$ cat src/rtl/switches_to_leds_and_gate.sv
// Two-switch AND demo: each raw switch is synchronized and debounced on its
// own channel, and the LED shows the registered AND of the two clean states.
module switches_to_leds_and_gate #(
  parameter int DEBOUNCE_LIMIT = 250000,
  parameter int SYNC_STAGES    = 2
) (
  input  logic i_Clk,
  input  logic i_Reset,
  input  logic i_Switch_0,
  input  logic i_Switch_1,
  output logic o_LED_0
);

  localparam int CNT_W = $clog2(DEBOUNCE_LIMIT + 1);
  localparam logic [CNT_W-1:0] CNT_LAST = CNT_W'(DEBOUNCE_LIMIT - 1);
  localparam logic [CNT_W-1:0] CNT_ONE  = CNT_W'(1);

  logic [1:0] sw_raw;
  logic [1:0] state_w;
  logic       led_q;
  logic       led_d;

  assign sw_raw = {i_Switch_1, i_Switch_0};

  for (genvar ch = 0; ch < 2; ch++) begin : g_chan
    logic [SYNC_STAGES-1:0] sync_q;
    logic                   sync_out;
    logic [CNT_W-1:0]       cnt_q;
    logic [CNT_W-1:0]       cnt_d;
    logic                   state_q;
    logic                   state_d;

    // Shift the raw switch through the synchronizer chain.
    always_ff @(posedge i_Clk or posedge i_Reset) begin
      if (i_Reset) begin
        sync_q <= '0;
      end else begin
        sync_q <= {sync_q[SYNC_STAGES-2:0], sw_raw[ch]};
      end
    end

    assign sync_out = sync_q[SYNC_STAGES-1];

    // Accept a new level only after it has differed from the debounced state
    // for DEBOUNCE_LIMIT consecutive cycles; any return to the old level
    // discards the partial count.
    always_comb begin
      state_d = state_q;
      cnt_d   = '0;
      if (sync_out == state_q) begin
        cnt_d = '0;
      end else if (cnt_q == CNT_LAST) begin
        state_d = sync_out;
        cnt_d   = '0;
      end else begin
        cnt_d = cnt_q + CNT_ONE;
      end
    end

    // Debouncer state and counter registers.
    always_ff @(posedge i_Clk or posedge i_Reset) begin
      if (i_Reset) begin
        state_q <= 1'b0;
        cnt_q   <= '0;
      end else begin
        state_q <= state_d;
        cnt_q   <= cnt_d;
      end
    end

    assign state_w[ch] = state_q;
  end

  assign led_d = state_w[0] & state_w[1];

  // Register the AND so the LED pad is driven straight from a flop.
  always_ff @(posedge i_Clk or posedge i_Reset) begin
    if (i_Reset) begin
      led_q <= 1'b0;
    end else begin
      led_q <= led_d;
    end
  end

  assign o_LED_0 = led_q;

endmodule

$ cat config.mk
export PLATFORM = sky130hd
export DESIGN_NAME = switches_to_leds_and_gate
export DESIGN_NICKNAME = d
export VERILOG_FILES = /design/src/rtl/switches_to_leds_and_gate.sv
export SDC_FILE = /design/constraint.sdc
export NUM_CORES = 1
export LEC_CHECK = 0
export CAP_MARGIN = 20
export CORE_UTILIZATION = 64
export CTS_CLUSTER_SIZE = 24
export DETAILED_ROUTE_END_ITERATION = 7
export GPL_ROUTABILITY_DRIVEN = 0
export MAX_ROUTING_LAYER = met4
export PLACE_DENSITY = 0.91
export SLEW_MARGIN = 20
export SYNTH_ARGS = -nofsm -noshare
export SYNTH_HDL_FRONTEND = slang
export SYNTH_SLANG_ARGS = --single-unit
$ cat constraint.sdc
create_clock -name i_Clk -period 3.2 [get_ports i_Clk]
set_input_delay 0.32 -clock i_Clk [delete_from_list [all_inputs] [get_ports i_Clk]]
set_output_delay 0.32 -clock i_Clk [all_outputs]
set_load 0.005 [all_outputs]
Word-level counts from Yosys, hierarchy flattened

Index checks and enable logic that the tools add are counted.

Reduce and logical (&&, ||, !) cells: 2
Bitwise operators: 3
Multiplexer cells: 4
Add/sub/neg operators: 2
Equality and inequality tests: 4

Operator list:

| operator                | number |
|---|---|
| $mux W18                | 4 |
| $add A18 B1 Y18 const B | 2 |
| $eq A18 B18 Y1 const B  | 2 |
| $reduce_and A2 Y1       | 2 |
| $eq A1 B1 Y1            | 2 |
| $not A1 Y1              | 2 |
| $and A1 B1 Y1           | 1 |

Logic and storage cells: 22
Input port bits: 4
Bits in registers: 43
Output and inout port bits: 1

Longest topological paths before layout

Gate-level depths: netlist of the first run.

Depth after elaboration: 3
Mapped depth: 5
Depth with buffers taken out: 5

Worst setup path before layout of the first run

OpenSTA, ideal clock, no wires.

Path type: register to register
From: register g_chan[1].cnt_q[13]
To: register g_chan[1].state_q
Required time: 3.075 ns
Period minus slack after synthesis: 2.003 ns
Slack: 1.197 ns
Library setup time: 0.125 ns
Arrival: 1.878 ns
Cell stages (with the launch flop): 5
Buffers on the path: 0
Path through: dfrtp_1 -> or4b_1 -> or4_4 -> nor2_1 -> mux2_2

Word-level cells in the longest chain between the ends: 2

Ends and longest elaborated chain:

| what                        | line | RTL |
|---|---|---|
| start: declaration          | 28   | `logic [CNT_W-1:0] cnt_q;` |
| start signal: assignment    | 67   | `cnt_q <= cnt_d;` |
| $eq A18 B18 Y1              | 52   | `end else if (cnt_q == CNT_LAST) begin` |
| $reduce_and A2 Y1 (no line) | n/a  |  |
| end signal: assignment      | 66   | `state_q <= state_d;` |
| end: declaration            | 30   | `logic state_q;` |

No other way between the ends.
A chain may end at the register's enable or synchronous reset.

Worst setup path after layout of the first run

From: register g_chan[1].cnt_q[13]
To: register g_chan[1].cnt_q[12]

Word-level cells in the longest chain between the ends: 3

Ends and longest elaborated chain:

| what                          | line | RTL |
|---|---|---|
| $eq A18 B18 Y1                | 52   |  |
| $mux W18                      | 52   |  |
| $mux W18                      | 50   | `if (sync_out == state_q) begin` |
| named net g_chan[1].cnt_d[12] | 29   | `logic [CNT_W-1:0] cnt_d;` |

The timed path passes the listed nets, and every way through them passes these cells.

==> impl_metrics.toml, run 1 <==
[timing]
slew_viol_final = 0
fmax_mhz = 462
period_share_pct = 67.6
worstMarginPinSlew_ps = 720
skew_ps = 4.11
fin_crit_ps = 2160
setup_viol = 0
hold_violations = 0
slew_headroom_pct = 52.0
fin_tns_setup_ps = 0
rsz0062_at_grt = "false"

[critical_path]
crit_path_end_kind = "flip-flop"
worstPathRequired_ps = 3420
worst_path_max_delay_cell = "or4_4"
ff2ff_setup_slack_ps = 1040
crit_family = "simple AND/OR/NAND/NOR gates"
criticalPathCategory = "flip-flop to flip-flop"
worstPathCellList = "or4b_1 > or4_4 > o21ai_4 > nor2_1"
crit_buf_inv = 0
reg2reg_depth = 4
max_stage_delay_ps = 540
path_max_fanout = 18
reg2reg_from = "g_chan[1].cnt_q[13]"
critPathLaunchType = "flip-flop"
critPathArrivalTime_ps = 2380
r2r_end = "g_chan[1].cnt_q[12]"

[cells_and_area]
drive_above_1_share_pct = 5.83
diodes = 0
final_common_cell = "dfrtp_1"
nFillCells = 187
stdcell_area_sq_mm = 0.00214
fin_nets = 213
syn_to_final_growth_pct = 6.60
final_cell_mix = "43 x dfrtp_1, 40 x nor2_1, 21 x xnor2_1, 14 x nand3_1"

[drt]
wl_per_cell_um = 14.6
drtIter0Drc = 74
vias = 1474
firstDrtPassIters = 7
drc = 1
routed_wl_um = 3610
via_per_inst = 5.94
ant_nets = 0

[logic_synthesis]
syn_avg_cell_area_sq_um = 10.3
synth_nets = 202
syn_inst = 196
ys_ff_latch = 43
synth_flop_cell = "dfrtp_1"
async_flop_share_pct = 100
ys_types = 27
synth-edff-count = 0
syn_area_sq_mm = 0.00201
ys_seq_area_share_pct = 53.5
yosysWarningCount = 0

[outcome]
violations = "design-rule violations"
status = "finished with violations"

[floorplanning]
die_w_um = 58.1
fp-row-count = 19
ioPinCount = 5
die-area_sq_mm = 0.00337
initial_utilization_pct = 69.9
core_sq_mm = 0.00288
chipHeight_um = 58.1

[power_and_ir_drop]
powerDensity_mw_per_mm2 = 385
ir_drop_v = 0.000297
p_leak_nw = 0.854

[global_route]
grt-ovfl-total = 0
antenna_found_initial = 0
grt_pass1_wl_um = 6290
grt_max_degree = 25
grt_pass1_vias = 1436
track_usage_pct = 26.3

[placement]
postPlaceCellArea_sq_mm = 0.00210
port_buffers = 4
dp_hpwl_um = 2680

[clock_tree]
cts_made_buffers = 5
postCtsHoldBufs = 0
htree_levels = 2
numClockSinks = 43
cts_tree = "built"
root_buffer = "clkbuf_4"
postCtsSetupBuffers = 0
clk_pin_slew_worst_paths_ps = 100
insertion_delay_ps = 350
cts_resized = 0
cts_buffer_depth = 2

[hold_path]
worstHoldStart = "g_chan[1].sync_q[0]"
min_path_cells = 0
worstHoldEndpoint = "g_chan[1].sync_q[1]"
hold_class = "flip-flop to flip-flop"

[flow_run]
cap_violations = 0
-- cells in the mapped netlist, types with 3 or more instances --
| cell type | number | area (sq um) |
|---|---|---|
| nand4_1 | 10 | 62.6 |
| nand3_1 | 14 | 70.1 |
| nor4_1 | 8 | 50.1 |
| inv_1 | 8 | 30.0 |
| xor2_1 | 10 | 87.6 |
| or4_1 | 4 | 30.0 |
| and4_1 | 3 | 26.3 |
| nand2_1 | 8 | 30.0 |
| xnor2_1 | 21 | 184 |
| dfrtp_1 | 43 | 1080 |
| nor3_1 | 6 | 30.0 |
| a21oi_1 | 3 | 15.0 |
| nor2_1 | 40 | 150 |
-- final cells by class --
| type | instances | area (sq um) | share of cell area (%) |
|---|---|---|---|
| tap | 42 | 52.6 | 2.45 |
| inverter | 8 | 30.0 | 1.40 |
| timing repair buffer | 6 | 55.1 | 2.57 |
| sequential | 43 | 1080 | 50.2 |
| clock buffer | 6 | 41.3 | 1.93 |
| multi-input combinational | 143 | 888 | 41.4 |
-- registers in the layout, summed over array words and instances (netlist names) --
register        cells
o_LED_0             1
g_chan.sync_q       4
g_chan.cnt_q       36
g_chan.state_q      2
-- worst register-to-register path, delay by kind of cell (launching register included) --
kind / cells / cell delay [ps]
flops: 1 / 440
simple gates: 3 / 1190
compound gates: 1 / 410
-- per-stage QoR --
stage               utilization [%]  hold WS [ps]  power (W)  std cells  setup WS [ps]
finish                         74.5           367   0.000825        248           1040
global route                   74.5           375   0.000857        248            925
CTS                            74.5           372   0.000838        248           1040
detailed placement             73.1           338   0.000609        242           1060
global placement               73.1           335   0.000604        242           1120
floorplan                         -           331   0.000595        196           1200
-- logic make-up (layout without fill, tap and decap cells) --
family / after synthesis / in the layout / share of synthesized area (%)
AO/OA/AOI/OAI: 8 / 8 / 3.36
multiplexers: 2 / 2 / 1.12
buffers and inverters: 10 / 20 / 2.30
XOR/XNOR: 31 / 31 / 13.5
AND/OR/NAND/NOR: 100 / 100 / 25.0
adder cells (fa/ha/maj): 2 / 2 / 1.24
flip-flops: 43 / 43 / 53.5
-- layer usage --
metal  part of all wire [%]  vias to the layer above  track usage [%]  routed length (um)
met4                    2.7                        0             16.7                  99
met3                    5.7                       14             5.36                 207
met5                      0                        -                -                   0
met2                     48                       52             38.4                1740
li1                       -                      701                -                   -
met1                     43                      707             33.5                1560
-- where the power goes --
part	leakage (nW)	switching [W]	internal, W
Clock	0.0242	0.000150	0.0000781
Combinational	0.244	0.0000243	0.0000127
Sequential	0.587	0.00000794	0.000552
Total	0.854	0.000183	0.000642
-- worst max-delay path by stage --
stage	to	slack, ps	cells past startpoint	startpoint
2_1_floorplan	g_chan[1].state_q	1200	4	g_chan[1].cnt_q[13]
3_3_place_gp	g_chan[1].cnt_q[3]	1120	4	g_chan[1].cnt_q[13]
3_5_place_dp	g_chan[1].cnt_q[12]	1060	4	g_chan[1].cnt_q[13]
4_1_cts	g_chan[1].cnt_q[12]	1040	4	g_chan[1].cnt_q[13]
5_1_grt	g_chan[1].cnt_q[12]	930	4	g_chan[1].cnt_q[13]
6_report	g_chan[1].cnt_q[12]	1040	4	g_chan[1].cnt_q[13]
Note: power is estimated with default switching activity, not from simulation.
==> run 2, diff against run 1 <==
--- a/config.mk
+++ b/config.mk
@@ -6,12 +6,12 @@
 export NUM_CORES = 1
 export LEC_CHECK = 0
 export CAP_MARGIN = 20
-export CORE_UTILIZATION = 64
+export CORE_UTILIZATION = 60
 export CTS_CLUSTER_SIZE = 24
 export DETAILED_ROUTE_END_ITERATION = 7
 export GPL_ROUTABILITY_DRIVEN = 0
 export MAX_ROUTING_LAYER = met4
-export PLACE_DENSITY = 0.91
+export PLACE_DENSITY = 0.87
 export SLEW_MARGIN = 20
 export SYNTH_ARGS = -nofsm -noshare
 export SYNTH_HDL_FRONTEND = slang
==> constraint.sdc (replaced) <==
create_clock -name i_Clk -period 2.08 [get_ports i_Clk]
set_input_delay 0.208 -clock i_Clk [delete_from_list [all_inputs] [get_ports i_Clk]]
set_output_delay 0.208 -clock i_Clk [all_outputs]
set_load 0.005 [all_outputs]
==> run 2 against run 1 <==
The run now ends clean. Combinational power is 68% higher. Power rose by 60%. Sequential cell count unchanged. Fmax is 7.5% higher. Clock power grew 74%. Worst setup slack worse by 970 ps. Routed wire length increased by 8.4%. Sequential share of layout area shrank 2.0 points. Cell count increased by 4.8%. Critical path depth did not move.
==> impl_metrics.toml, run 2 (synthesis results as in run 1) <==
[timing]
hold_violations = 0
fin_tns_setup_ps = 0
period_share_pct = 96.7
fmax_mhz = 497
worst_slack_ps = 68.4
fin_crit_ps = 2010
slew_headroom_pct = 65.4
setup_viol = 0
rsz0062_at_grt = "false"
slew_viol_final = 0
worstMarginPinSlew_ps = 518
skew_ps = 6.58

[power_and_ir_drop]
ir_drop_v = 0.000473
power_w = 0.00132
p_leak_nw = 0.903
powerDensity_mw_per_mm2 = 591

[drt]
drc = 0
firstDrtPassIters = 4
vias = 1498
wl_per_cell_um = 15.1
drtIter0Drc = 77
ant_nets = 0
routed_wl_um = 3920
via_per_inst = 5.76

[clock_tree]
postCtsHoldBufs = 0
clk_pin_slew_worst_paths_ps = 120
postCtsSetupBuffers = 0
numClockSinks = 43
cts_tree = "built"
root_buffer = "clkbuf_4"
cts_made_buffers = 5
cts_buffer_depth = 2
insertion_delay_ps = 360
htree_levels = 2

[critical_path]
critPathArrivalTime_ps = 2270
worst_path_max_delay_cell = "or4_4"
crit_family = "simple AND/OR/NAND/NOR gates"
crit_buf_inv = 0
ff2ff_setup_slack_ps = 70
critPathLaunchType = "flip-flop"
criticalPathCategory = "flip-flop to flip-flop"
reg2reg_depth = 4
startpoint = "g_chan[1].cnt_q[13]"
reg2reg_from = "g_chan[1].cnt_q[13]"
worstPathCellList = "or4b_1 > or4_4 > nor2_2 > mux2_2"
worstPathRequired_ps = 2340
r2r_end = "g_chan[1].state_q"
crit_path_end_kind = "flip-flop"
path_max_fanout = 2
max_stage_delay_ps = 550

[placement]
dp_hpwl_um = 2810
port_buffers = 4
dp_slack_ps = 68.1

[cells_and_area]
nFillCells = 204
fin_nets = 221
diodes = 0
final_cell_mix = "43 x dfrtp_1, 39 x nor2_1, 21 x xnor2_1, 14 x nand3_1"
top_regs = "g_chan.cnt_q x36, g_chan.sync_q x4, g_chan.state_q x2"
regMostFlops = "g_chan.cnt_q"
final_common_cell = "dfrtp_1"
largest_reg_flops = 36
syn_to_final_growth_pct = 11.1
drive_above_1_share_pct = 10.6

[global_route]
grt-ovfl-total = 0
track_usage_pct = 27.7
grt_pass1_wl_um = 6800
grt_max_degree = 44
antenna_found_initial = 0
grt_pass1_vias = 1515

[floorplanning]
ioPinCount = 5
die-area_sq_mm = 0.00359
core_sq_mm = 0.00313
fp-row-count = 20
die_w_um = 59.9
initial_utilization_pct = 64.3
chipHeight_um = 59.9

[flow_run]
cap_violations = 0

[outcome]
status = "finished, final reports clean"

[hold_path]
hold_class = "input port to async pin"
==> run 2: changes by cell type in the layout (fill, tap and decap cells not counted), sizes merged <==
| cell | previous run | this run |
|---|---|---|
| buf | 2 | 10 |
| clkinvlp | 0 | 1 |
| clkinv | 0 | 1 |
==> run 2: worst register-to-register path: stages (launching register included) <==
cell and delay (ps):
dfrtp_1 390, or4b_1 530, or4_4 550, nor2_2 100, mux2_2 340
==> run 2: how the worst max path moves through the flow <==
stage          slack, ps           endpoint  cells past startpoint
6_report              70  g_chan[1].state_q                      4
5_1_grt                5  g_chan[1].state_q                      4
4_1_cts               40  g_chan[1].state_q                      4
3_5_place_dp          70  g_chan[1].state_q                      4
3_3_place_gp         110  g_chan[1].state_q                      4
2_1_floorplan         80  g_chan[1].state_q                      4
==> run 2: per-layer routing <==
layer | global-route usage (%) | part of all wire (%) | up-vias
met3 | 5.84 | 4.2 | 10
met5 | - | 0 | -
met2 | 41.6 | 50 | 44
met1 | 34.2 | 43 | 727
met4 | 17.6 | 2.7 | 0
li1 | - | - | 717
==> run 2: repair_timing <==
item | CTS | global route
gates resized for setup | 0 | 1
endpoints found under the setup margin | 0 | 1
hold endpoints to repair | 0 | 0
==> run 2: final cells by class <==
cell class	instances	area (sq um)	share of cell area, %
tap	44	55.1	2.46
multi-input combinational	143	891	39.9
inverter	8	30.0	1.34
clock inverter	2	12.5	0.560
sequential	43	1080	48.2
clock buffer	6	41.3	1.85
timing repair buffer	14	128	5.71
==> run 2: power by group <==
| group | switching (W) | internal, W |
|---|---|---|
| Clock | 0.000266 | 0.000131 |
| Sequential | 0.0000117 | 0.000849 |
| Combinational | 0.0000384 | 0.0000239 |
==> run 2: through the flow <==
step	area [sq um]	util (%)	hold slack, ps	instances
after floorplan	2010	-	239	196
after global placement	2180	69.6	333	252
after detailed placement	2180	69.6	340	252
after CTS	2230	71.3	274	260
after global routing	2230	71.4	270	260
final	2230	71.4	266	260
==> run 3, diff against run 2 <==
--- a/config.mk
+++ b/config.mk
@@ -12,6 +12,7 @@
 export GPL_ROUTABILITY_DRIVEN = 0
 export MAX_ROUTING_LAYER = met4
 export PLACE_DENSITY = 0.87
+export RECOVER_POWER = 25
 export SLEW_MARGIN = 20
 export SYNTH_ARGS = -nofsm -noshare
 export SYNTH_HDL_FRONTEND = slang
==> run 3 against run 2 <==
Combinational power is 3% lower. Worst setup slack got worse by 1.2 ps. Cell count did not move. Clock-buffer cell count stayed put. Critical endpoint unchanged.
==> impl_metrics.toml, run 3 (synthesis results as in run 1) <==
[outcome]
status = "finished, final reports clean"

[drt]
firstDrtPassIters = 4
vias = 1508
drc = 0
routed_wl_um = 3950
wl_per_cell_um = 15.2
via_per_inst = 5.80
ant_nets = 0
drtIter0Drc = 78

[timing]
slew_viol_final = 0
slew_headroom_pct = 32.8
setup_viol = 0
fmax_mhz = 497
rsz0062_at_grt = "false"
fin_crit_ps = 2010
period_share_pct = 96.8
worstMarginPinSlew_ps = 1010
skew_ps = 6.07
hold_ws_ps = 368
hold_violations = 0
fin_tns_setup_ps = 0

[global_route]
track_usage_pct = 27.7
grt-ovfl-total = 0
antenna_found_initial = 0
grt_pass1_vias = 1515
grt_pass1_wl_um = 6800
grt_max_degree = 44

[power_and_ir_drop]
p_sw_share_pct = 24.0
power_w = 0.00132
combPwrFrac_pct = 4.6
p_int_w = 0.00100
p_leak_nw = 0.902
powerDensity_mw_per_mm2 = 590
clkPwrFrac_pct = 30.1
ir_drop_v = 0.000474
p_seq_share_pct = 65.3
p_sw_w = 0.000316

[floorplanning]
chipHeight_um = 59.9
ioPinCount = 5
core_sq_mm = 0.00313
die-area_sq_mm = 0.00359
fp-row-count = 20
initial_utilization_pct = 64.3
die_w_um = 59.9

[clock_tree]
numClockSinks = 43
postCtsHoldBufs = 0
cts_tree = "built"
cts_made_buffers = 5
clk_pin_slew_worst_paths_ps = 120
insertion_delay_ps = 360
postCtsSetupBuffers = 0
root_buffer = "clkbuf_4"
htree_levels = 2
cts_buffer_depth = 2

[placement]
postPlaceCellArea_sq_mm = 0.00218
port_buffers = 4
placed_cells = 252
dp_hpwl_um = 2810

[critical_path]
critPathArrivalTime_ps = 2270
critPathLaunchType = "flip-flop"
reg2reg_depth = 4
max_stage_delay_ps = 550
reg2reg_from = "g_chan[1].cnt_q[13]"
path_max_fanout = 2
worstPathRequired_ps = 2340
ff2ff_setup_slack_ps = 70
criticalPathCategory = "flip-flop to flip-flop"
worst_path_max_delay_cell = "or4_4"
r2r_end = "g_chan[1].state_q"
worstPathCellList = "or4b_1 > or4_4 > nor2_2 > mux2_2"
crit_path_end_kind = "flip-flop"

[cells_and_area]
drive_above_1_share_pct = 10.6
top_regs = "g_chan.cnt_q x36, g_chan.sync_q x4, g_chan.state_q x2"
final_cell_mix = "43 x dfrtp_1, 39 x nor2_1, 21 x xnor2_1, 14 x nand3_1"
layout.cells.non_filler = 260
fin_nets = 221
final_common_cell = "dfrtp_1"
diodes = 0
stdcell_area_sq_mm = 0.00223
largest_reg_flops = 36
syn_to_final_growth_pct = 11.0
regMostFlops = "g_chan.cnt_q"

[flow_run]
cap_violations = 0

[hold_path]
min_path_cells = 0
worstHoldEndpoint = "g_chan[0].sync_q[1]"
hold_class = "flip-flop to flip-flop"
worstHoldStart = "g_chan[0].sync_q[0]"
run 3: cell type report:
cell class / instances / area [sq um]
flip-flops and latches: 43 / 1080
fillers: 205 / 897
multi-input cells: 143 / 891
repair buffers: 14 / 125
well taps: 44 / 55.1
clock buffers: 6 / 41.3
inverters: 8 / 30.0
clock inverters: 2 / 12.5
run 3: power by group through the flow:
stage / logic (W) / registers, W / clock network [W]
floorplan: 0.0000409 / 0.000874 / 0
global placement: 0.0000594 / 0.000876 / 0
detailed placement: 0.0000632 / 0.000877 / 0
CTS: 0.0000638 / 0.000861 / 0.000408
global route: 0.0000695 / 0.000863 / 0.000436
finish: 0.0000605 / 0.000861 / 0.000396
run 3: worst max-delay path by stage:
stage	start	endpoint	depth (start not counted)
floorplan	g_chan[1].cnt_q[13]	g_chan[1].state_q	4
global placement	g_chan[1].cnt_q[13]	g_chan[1].state_q	4
detailed placement	g_chan[1].cnt_q[13]	g_chan[1].state_q	4
CTS	g_chan[1].cnt_q[13]	g_chan[1].state_q	4
global route	g_chan[1].cnt_q[13]	g_chan[1].state_q	4
finish	g_chan[1].cnt_q[13]	g_chan[1].state_q	4
run 3: worst max-delay path, delay by kind of cell, from the launching register on:
family / cells / cell delay, ps
DFF: 1 / 390
and+or+nand+nor: 3 / 1180
muxes: 1 / 340
run 3: timing repair:
| action | 4_1_cts | 5_1_grt |
|---|---|---|
| hold endpoints to repair | 0 | 0 |
| gates resized for setup | 0 | 1 |
| setup endpoints to repair | 0 | 1 |
run 3: metal layers:
metal | vias to the layer above | track usage [%] | routed length, um
met5 | - | - | 0
met4 | 0 | 17.6 | 123
met3 | 12 | 5.84 | 169
met2 | 52 | 41.6 | 1960
met1 | 726 | 34.2 | 1700
li1 | 718 | - | -
run 3: stage by stage:
step	utilization [%]	setup WS (ps)
global route	71.3	5.37
floorplan	-	77.1
CTS	71.3	42.7
global placement	69.6	107
finish	71.3	67.2
detailed placement	69.6	68.1
